--- src/rtl/dram_sched_pkg.sv ---
// dram_sched_pkg: state encoding, default widths and read-latency limits for dram_access_sched
package dram_sched_pkg;
  typedef enum logic [1:0] {S_HOST, S_HPEND, S_RUN, S_DONE} state_t;
  localparam int ADDR_W_DEF = 16;
  localparam int DATA_W_DEF = 8;
  localparam int RD_LAT_MIN = 1;
  localparam int RD_LAT_MAX = 4;
  function automatic int clamp_lat(input int lat);
    return lat < RD_LAT_MIN ? RD_LAT_MIN : lat > RD_LAT_MAX ? RD_LAT_MAX : lat;
  endfunction
endpackage

--- src/rtl/dram_sched_wdog.sv ---
// dram_sched_wdog: counts processor run cycles and flags expiry on the WDOG_CYCLES-th one
module dram_sched_wdog
  import dram_sched_pkg::*;
#(
  parameter int WDOG_CYCLES = 65535
) (
  input  logic   clk,
  input  logic   rst,
  input  state_t state,
  output logic   expire
);
  localparam int CW = $clog2(WDOG_CYCLES + 1);
  logic [CW-1:0] cnt_q, cnt_d;
  logic run;
  // counter restarts from zero whenever the processor is not running
  always_comb begin
    run = state == S_RUN;
    cnt_d = run ? cnt_q + CW'(1) : '0;
    expire = run && cnt_q == CW'(WDOG_CYCLES - 1);
  end
  // run-cycle counter register
  always_ff @(posedge clk) cnt_q <= rst ? '0 : cnt_d;
endmodule

--- src/rtl/dram_access_sched.sv ---
// dram_access_sched: shares the data RAM between host port and processor; watchdog enabled by DRAM_SCHED_WATCHDOG_EN
module dram_access_sched
  import dram_sched_pkg::*;
#(
  parameter int ADDR_W      = ADDR_W_DEF,
  parameter int DATA_W      = DATA_W_DEF,
  parameter int RD_LAT      = 1,
  parameter int WDOG_CYCLES = 65535
) (
  input  logic              clk,
  input  logic              rst,
  input  logic              start,
  output logic              busy,
  output logic              done,
  output logic              timeout,
  input  logic              host_req,
  input  logic              host_we,
  input  logic [ADDR_W-1:0] host_addr,
  input  logic [DATA_W-1:0] host_wdata,
  output logic              host_ack,
  output logic [DATA_W-1:0] host_rdata,
  output logic              proc_enable,
  input  logic [ADDR_W-1:0] proc_addr,
  input  logic              proc_read,
  input  logic              proc_write,
  input  logic [DATA_W-1:0] proc_wdata,
  output logic [DATA_W-1:0] proc_rdata,
  input  logic              proc_finish,
  output logic [ADDR_W-1:0] mem_addr,
  output logic              mem_we,
  output logic              mem_re,
  output logic [DATA_W-1:0] mem_wdata,
  input  logic [DATA_W-1:0] mem_rdata
);
  localparam int LAT = clamp_lat(RD_LAT);
  state_t state_q, state_d;
  logic start_lat_q, start_lat_d, hwe_q, hwe_d, timeout_q, timeout_d;
  logic [ADDR_W-1:0] haddr_q, haddr_d;
  logic [DATA_W-1:0] hwdata_q, hwdata_d, hrdata_q, hrdata_d;
  logic [LAT:0] rd_pipe_q, rd_pipe_d;
  logic run, accept, rd_ack, ack, wdog_expire;

`ifdef DRAM_SCHED_WATCHDOG_EN
  dram_sched_wdog #(.WDOG_CYCLES(WDOG_CYCLES)) u_wdog (
    .clk(clk),
    .rst(rst),
    .state(state_q),
    .expire(wdog_expire)
  );
`else
  assign wdog_expire = WDOG_CYCLES < 0;
`endif

  // host transaction acceptance and completion qualifiers
  always_comb begin
    run = state_q == S_RUN;
    accept = state_q == S_HOST && host_req;
    rd_ack = rd_pipe_q[LAT];
    ack = hwe_q || rd_ack;
  end

  // next state: host traffic wins over start, run ends on finish or watchdog
  always_comb begin
    state_d = state_q;
    case (state_q)
      S_HOST:  state_d = host_req ? S_HPEND : (start || start_lat_q) ? S_RUN : S_HOST;
      S_HPEND: state_d = ack ? S_HOST : S_HPEND;
      S_RUN:   state_d = (proc_finish || wdog_expire) ? S_DONE : S_RUN;
      default: state_d = S_HOST;
    endcase
  end

  // host request capture, deferred start, read-latency line and sticky timeout
  always_comb begin
    start_lat_d = (accept || state_q == S_HPEND) && (start_lat_q || start);
    haddr_d = accept ? host_addr : haddr_q;
    hwdata_d = accept ? host_wdata : hwdata_q;
    hwe_d = accept && host_we;
    rd_pipe_d = {rd_pipe_q[LAT-1:0], accept && !host_we};
    hrdata_d = rd_ack ? mem_rdata : hrdata_q;
    timeout_d = (state_d == S_RUN && !run) ? 1'b0 : (run && wdog_expire && !proc_finish) ? 1'b1 : timeout_q;
  end

  // outputs: processor pass-through while running, registered host strobes otherwise
  always_comb begin
    busy = run || state_q == S_DONE;
    done = state_q == S_DONE;
    timeout = timeout_q;
    proc_enable = run;
    host_ack = ack;
    host_rdata = rd_ack ? mem_rdata : hrdata_q;
    proc_rdata = run ? mem_rdata : '0;
    mem_addr = run ? proc_addr : haddr_q;
    mem_wdata = run ? proc_wdata : hwdata_q;
    mem_we = run ? proc_write : hwe_q;
    mem_re = run ? proc_read && !proc_write : rd_pipe_q[0];
  end

  // state register
  always_ff @(posedge clk) state_q <= rst ? S_HOST : state_d;

  // datapath registers
  always_ff @(posedge clk) begin
    if (rst) begin
      start_lat_q <= 1'b0;
      haddr_q <= '0;
      hwdata_q <= '0;
      hwe_q <= 1'b0;
      rd_pipe_q <= '0;
      hrdata_q <= '0;
      timeout_q <= 1'b0;
    end else begin
      start_lat_q <= start_lat_d;
      haddr_q <= haddr_d;
      hwdata_q <= hwdata_d;
      hwe_q <= hwe_d;
      rd_pipe_q <= rd_pipe_d;
      hrdata_q <= hrdata_d;
      timeout_q <= timeout_d;
    end
  end
endmodule

--- config.mk ---
export PLATFORM = sky130hd
export DESIGN_NAME = dram_access_sched
export DESIGN_NICKNAME = d
export VERILOG_FILES = /design/src/rtl/dram_sched_pkg.sv /design/src/rtl/dram_sched_wdog.sv /design/src/rtl/dram_access_sched.sv
export SDC_FILE = /design/constraint.sdc
export NUM_CORES = 1
export LEC_CHECK = 0
export ABC_AREA = 1
export CAP_MARGIN = 10
export CORE_MARGIN = 1.5
export CORE_UTILIZATION = 25
export DETAILED_ROUTE_END_ITERATION = 12
export GPL_TIMING_DRIVEN = 0
export PLACE_DENSITY = 0.69
export SLEW_MARGIN = 15
export SYNTH_ARGS = -nofsm -noshare
export SYNTH_HDL_FRONTEND = slang
export SYNTH_SLANG_ARGS = --single-unit
--- constraint.sdc ---
create_clock -name clk -period 1.34 [get_ports clk]
set_input_delay 0.134 -clock clk [delete_from_list [all_inputs] [get_ports clk]]
set_output_delay 0.134 -clock clk [all_outputs]
set_load 0.02 [all_outputs]
# After elaboration in Yosys (flattened, before gate mapping)
# Cells that the tools add are included.
dict set report op_classes {
  eq_ne 3
  mux 11
  n_reduce_logical 12
}
# cell n
set ops {}
lappend ops {{$mux 8} 3}
lappend ops {{$mux 16} 1}
lappend ops {{$pmux 2 s3} 1}
lappend ops {{$logic_and 1x1->1} 5}
lappend ops {{$eq 2x2->1 const B} 2}
lappend ops {{$logic_or 1x1->1} 4}
lappend ops {{$mux 1} 4}
lappend ops {{$mux 2} 2}
lappend ops {{$eq 2x1->1 const B} 1}
lappend ops {{$logic_not 1->1} 2}
lappend ops {{$logic_not 2->1} 1}
dict set report totals {
  regBits 38
  out_inout_bits 47
  wordCells 33
}

# Longest topological paths before layout
dict set report depth {
  depth_word 4
  ltp_mapped 6
  ltp_nobuf 6
}

# Least setup slack after synthesis
# No wires, ideal clock.
dict set report synth_path {
  kind {register to output}
  startpoint {register state_q[1]}
  endpoint {output mem_we}
  t_arrival_ns 1.211
  slack_ns -0.005
  stages_incl_launch_ff 5
  n_path_buf 0
  cell_sequence {dfxtp_1 > inv_2 > nor2_4 > inv_2 > o21ai_0}
}
dict set report synth_between {
  elab_chain_len 2
}
# element line
set synth_lines {}
lappend synth_lines {{start: declaration} dram_access_sched.sv:36} ;# state_t state_q, state_d;
lappend synth_lines {{start signal: assignment} dram_access_sched.sv:100} ;# always_ff @(posedge clk) state_q <= rst ? S_HOST : state_d;
lappend synth_lines {{$eq 2x2->1} dram_access_sched.sv:56} ;# run = state_q == S_RUN;
lappend synth_lines {{$mux 1} dram_access_sched.sv:95} ;# mem_we = run ? proc_write : hwe_q;
lappend synth_lines {{end: declaration} dram_access_sched.sv:30} ;# output logic mem_we,
# Every way passes these cells.

# Worst setup path in the final report
dict set report layout_path {
  startpoint {register state_q[1]}
  endpoint {output mem_addr[3]}
}
dict set report layout_between {
  elab_chain_len 2
}
# element line
set layout_lines {}
lappend layout_lines {{$eq 2x2->1} dram_access_sched.sv:56}
lappend layout_lines {{$mux 16} dram_access_sched.sv:93} ;# mem_addr = run ? proc_addr : haddr_q;
lappend layout_lines {{end: declaration} dram_access_sched.sv:29} ;# output logic [ADDR_W-1:0] mem_addr,
# Every way passes these cells.

==> flow_summary_export.csv <==
group,metric,value,unit
yosys,avgSynthCellArea,6.35,um^2
detailed_routing,ant_nets,0,
final_layout,antenna_cells,0,
clock_network,cts.path.max_buffers,2,
global_route,grt_antenna_before_repair,0,
final_layout,layout-drive-gt1-share,32.4,%
clock_network,numCtsBuffers,5,
final_layout,mostFrequentLayoutCell,"clkdlybuf4s50_1",
power_and_ir_drop,pwr-share-comb,40.7,%
detailed_routing,vias,2089,
detailed_routing,drt-initial-drc-count,49,
yosys,ys_ff_latch,38,
floorplan,die-area,7630,um^2
final_layout,fillerInstances,674,
floorplan,fp.dieW,87.4,um
power_and_ir_drop,vdd_ir_drop_max,0.433,mV
place,dp_hpwl,4220,um
global_route,first_global_vias,1952,
power_and_ir_drop,p_clk_share,22.7,%
detailed_routing,route.detailed.drc,0,
place,dp_cells,485,
floorplan,core,6830,um^2
timing,fin_crit_sh,115,%
timing,setup_viol,35,
outcome,status,"complete, but fails checks",
power_and_ir_drop,power_density,1030,nW/um^2
place,port_buffers,109,
timing,fin_ws,-0.200,ns
yosys,syn-num-nets,344,
timing,drv_slew,0,
timing,max_freq,649,MHz
worst_setup_path,cp.arrival,1.41,ns
global_route,gr-total-overflow,0,
final_layout,fin_nets,471,
final_layout,mostFrequentLayoutCells,"clkdlybuf4s50_1, nand2_1, nor2_1",
hold_path,hold_path.class,"in2reg",
global_route,track_usage,14.9,%
timing,rsz0062_at_grt,"yes",
yosys,netlist_area,1780,um^2
yosys,synth_compound_area_share,10.2,%
timing,setup_tns,-5.89,ns
power_and_ir_drop,pwr-share-seq,36.6,%
worst_setup_path,critical_path_required,1.21,ns
worst_setup_path,crit_path_start_kind,"register",
detailed_routing,drtPass1Iterations,4,
run,cap_violations,0,
yosys,synth_mux_area_share,0,%
final_layout,syn2layout_area_growth,95.7,%
clock_network,h-tree-depth,2,
detailed_routing,drt-total-wl,5740,um
power_and_ir_drop,switching_share,32.6,%
global_route,grt_pass1_wl,8770,um
floorplan,rows,30,
worst_setup_path,cp_max_fo,9,
yosys,yosys_warnings,0,
timing,hold-worst-slack,0.418,ns
yosys,yosys.cell_types.count,19,
timing,period_needed,1.54,ns
place,place_congestion,0.703,
yosys,syn_inst,280,
final_layout,final_util,51.0,%
worst_setup_path,critPathCaptureType,"output pin",
power_and_ir_drop,intPower,2.41,mW
worst_setup_path,critPathKind,"reg2out",
clock_network,cts-root-buf,"clkbuf_8",
clock_network,cts_tree,"built",
yosys,ys_seq_area_share,42.8,%
power_and_ir_drop,switchingPower,1.16,mW
detailed_routing,viasPerCell,4.14,
detailed_routing,post_drt_wl_per_cell,11.4,um
timing,finClkSkew,0.00274,ns
timing,hold_viol,0,
yosys,synth_fa_ha_area_share,0,%
clock_network,clock_latency,0.29,ns
clock_network,clk_pin_slew,0.07,ns
yosys,synth_top_family_by_area,"simple AND/OR/NAND/NOR gates",
clock_network,cts_sinks,38,
floorplan,ioPinCount,111,
yosys,synth-xor-area-share,0,%
yosys,synth-simple-area-share,37.1,%
global_route,grt_max_degree,12,
floorplan,start_util,26.0,%
outcome,violations,"setup timing",
floorplan,die_h,87.4,um
final_layout,stdcell_count,504,
power_and_ir_drop,power_leakage,1.63,nW
==> cells by family (layout without fill, tap and decap cells) <==
logic type,after synthesis,count (layout)
compound gates,36,36
buf+inv,34,162
flops,38,38
other cells,1,1
simple gates,171,171
==> cells in the mapped netlist <==
cell type | instances | area, um^2
buf_2 | 4 | 20.0
nand3_1 | 3 | 15.0
buf_6 | 4 | 45.0
clkbuf_1 | 3 | 11.3
a21oi_1 | 8 | 40.0
buf_4 | 3 | 22.5
or2_2 | 1 | 6.26
nor2_4 | 1 | 11.3
nor2_1 | 62 | 233
buf_1 | 1 | 3.75
o21ai_0 | 27 | 135
nor3_1 | 1 | 5.00
nand2_1 | 102 | 383
dfxtp_1 | 38 | 761
o22ai_1 | 1 | 6.26
conb_1 | 1 | 3.75
inv_2 | 3 | 11.3
nand2_2 | 1 | 6.26
inv_1 | 16 | 60.1
==> critical path, cell delays in order, from the launching register on <==
cell       delay [ns]
dfxtp_4          0.35
inv_2            0.04
nor2_4           0.14
buf_12           0.14
inv_12           0.05
clkbuf_16        0.15
nand2_2          0.06
nand2_2          0.05
buf_6            0.12
==> power groups by stage <==
stage          Clock (mW)  Combinational, mW  Sequential, mW
3_3_place_gp            0               1.16            1.31
4_1_cts             0.849               1.35            1.29
6_report            0.812               1.45            1.31
2_1_floorplan           0              0.596            1.30
3_5_place_dp            0               1.17            1.31
5_1_grt             0.888               1.57            1.32
==> area by class of cell <==
class | instances | area (um^2) | share of cell area, %
plain buffers | 15 | 154 | 4.42
clock buffers | 7 | 86.3 | 2.48
clock inverters | 1 | 5.00 | 0.144
inverters | 19 | 86.3 | 2.48
multi-input cells | 208 | 1020 | 29.4
flip-flops and latches | 38 | 766 | 22.0
well taps | 96 | 120 | 3.45
repair buffers | 120 | 1240 | 35.7
==> state kept, by name (all words and copies together) (netlist names) <==
name,count
rd_pipe_q,2
hwdata_q,8
hwe_q,1
start_lat_q,1
state_q,2
haddr_q,16
hrdata_q,8
==> path summary, 6_finish.rpt <==
kind                                 from                      end  slack [ns]  depth (start not counted)
setup / recovery    state_q[1]$_SDFF_PP0_              mem_addr[3]       -0.20                          8
hold / removal                    host_we         hwe_q$_SDFF_PP0_        0.42                          3
setup reg to reg    state_q[1]$_SDFF_PP0_    state_q[1]$_SDFF_PP0_        0.14                          7
hold reg to reg   rd_pipe_q[0]$_SDFF_PP0_  rd_pipe_q[1]$_SDFF_PP0_        0.43                          2
==> layer usage <==
metal	vias up	GRT usage, %	wire length (um)
li1	1102	-	-
met1	922	17.5	2450
met2	59	26.0	2850
met3	6	4.55	366
met4	0	4.04	64
met5	-	0	0
==> what timing repair did <==
action	CTS	global route
gates resized for setup	275	56
hold buffers	0	0
endpoints found under the setup margin	46	47
pin swaps	8	11
cloned	2	1
setup buffers	8	0
==> metrics by stage <==
| stage | instance area (um^2) | total power, mW | worst slack (ns) |
|---|---|---|---|
| 2_1_floorplan | 1780 | 1.90 | 0.0656 |
| 3_3_place_gp | 2990 | 2.47 | -0.576 |
| 3_5_place_dp | 2990 | 2.48 | -0.601 |
| 4_1_cts | 3290 | 3.49 | -0.236 |
| 5_1_grt | 3480 | 3.78 | -0.256 |
| 6_report | 3480 | 3.57 | -0.200 |
Note: power is estimated with default switching activity, not from simulation.
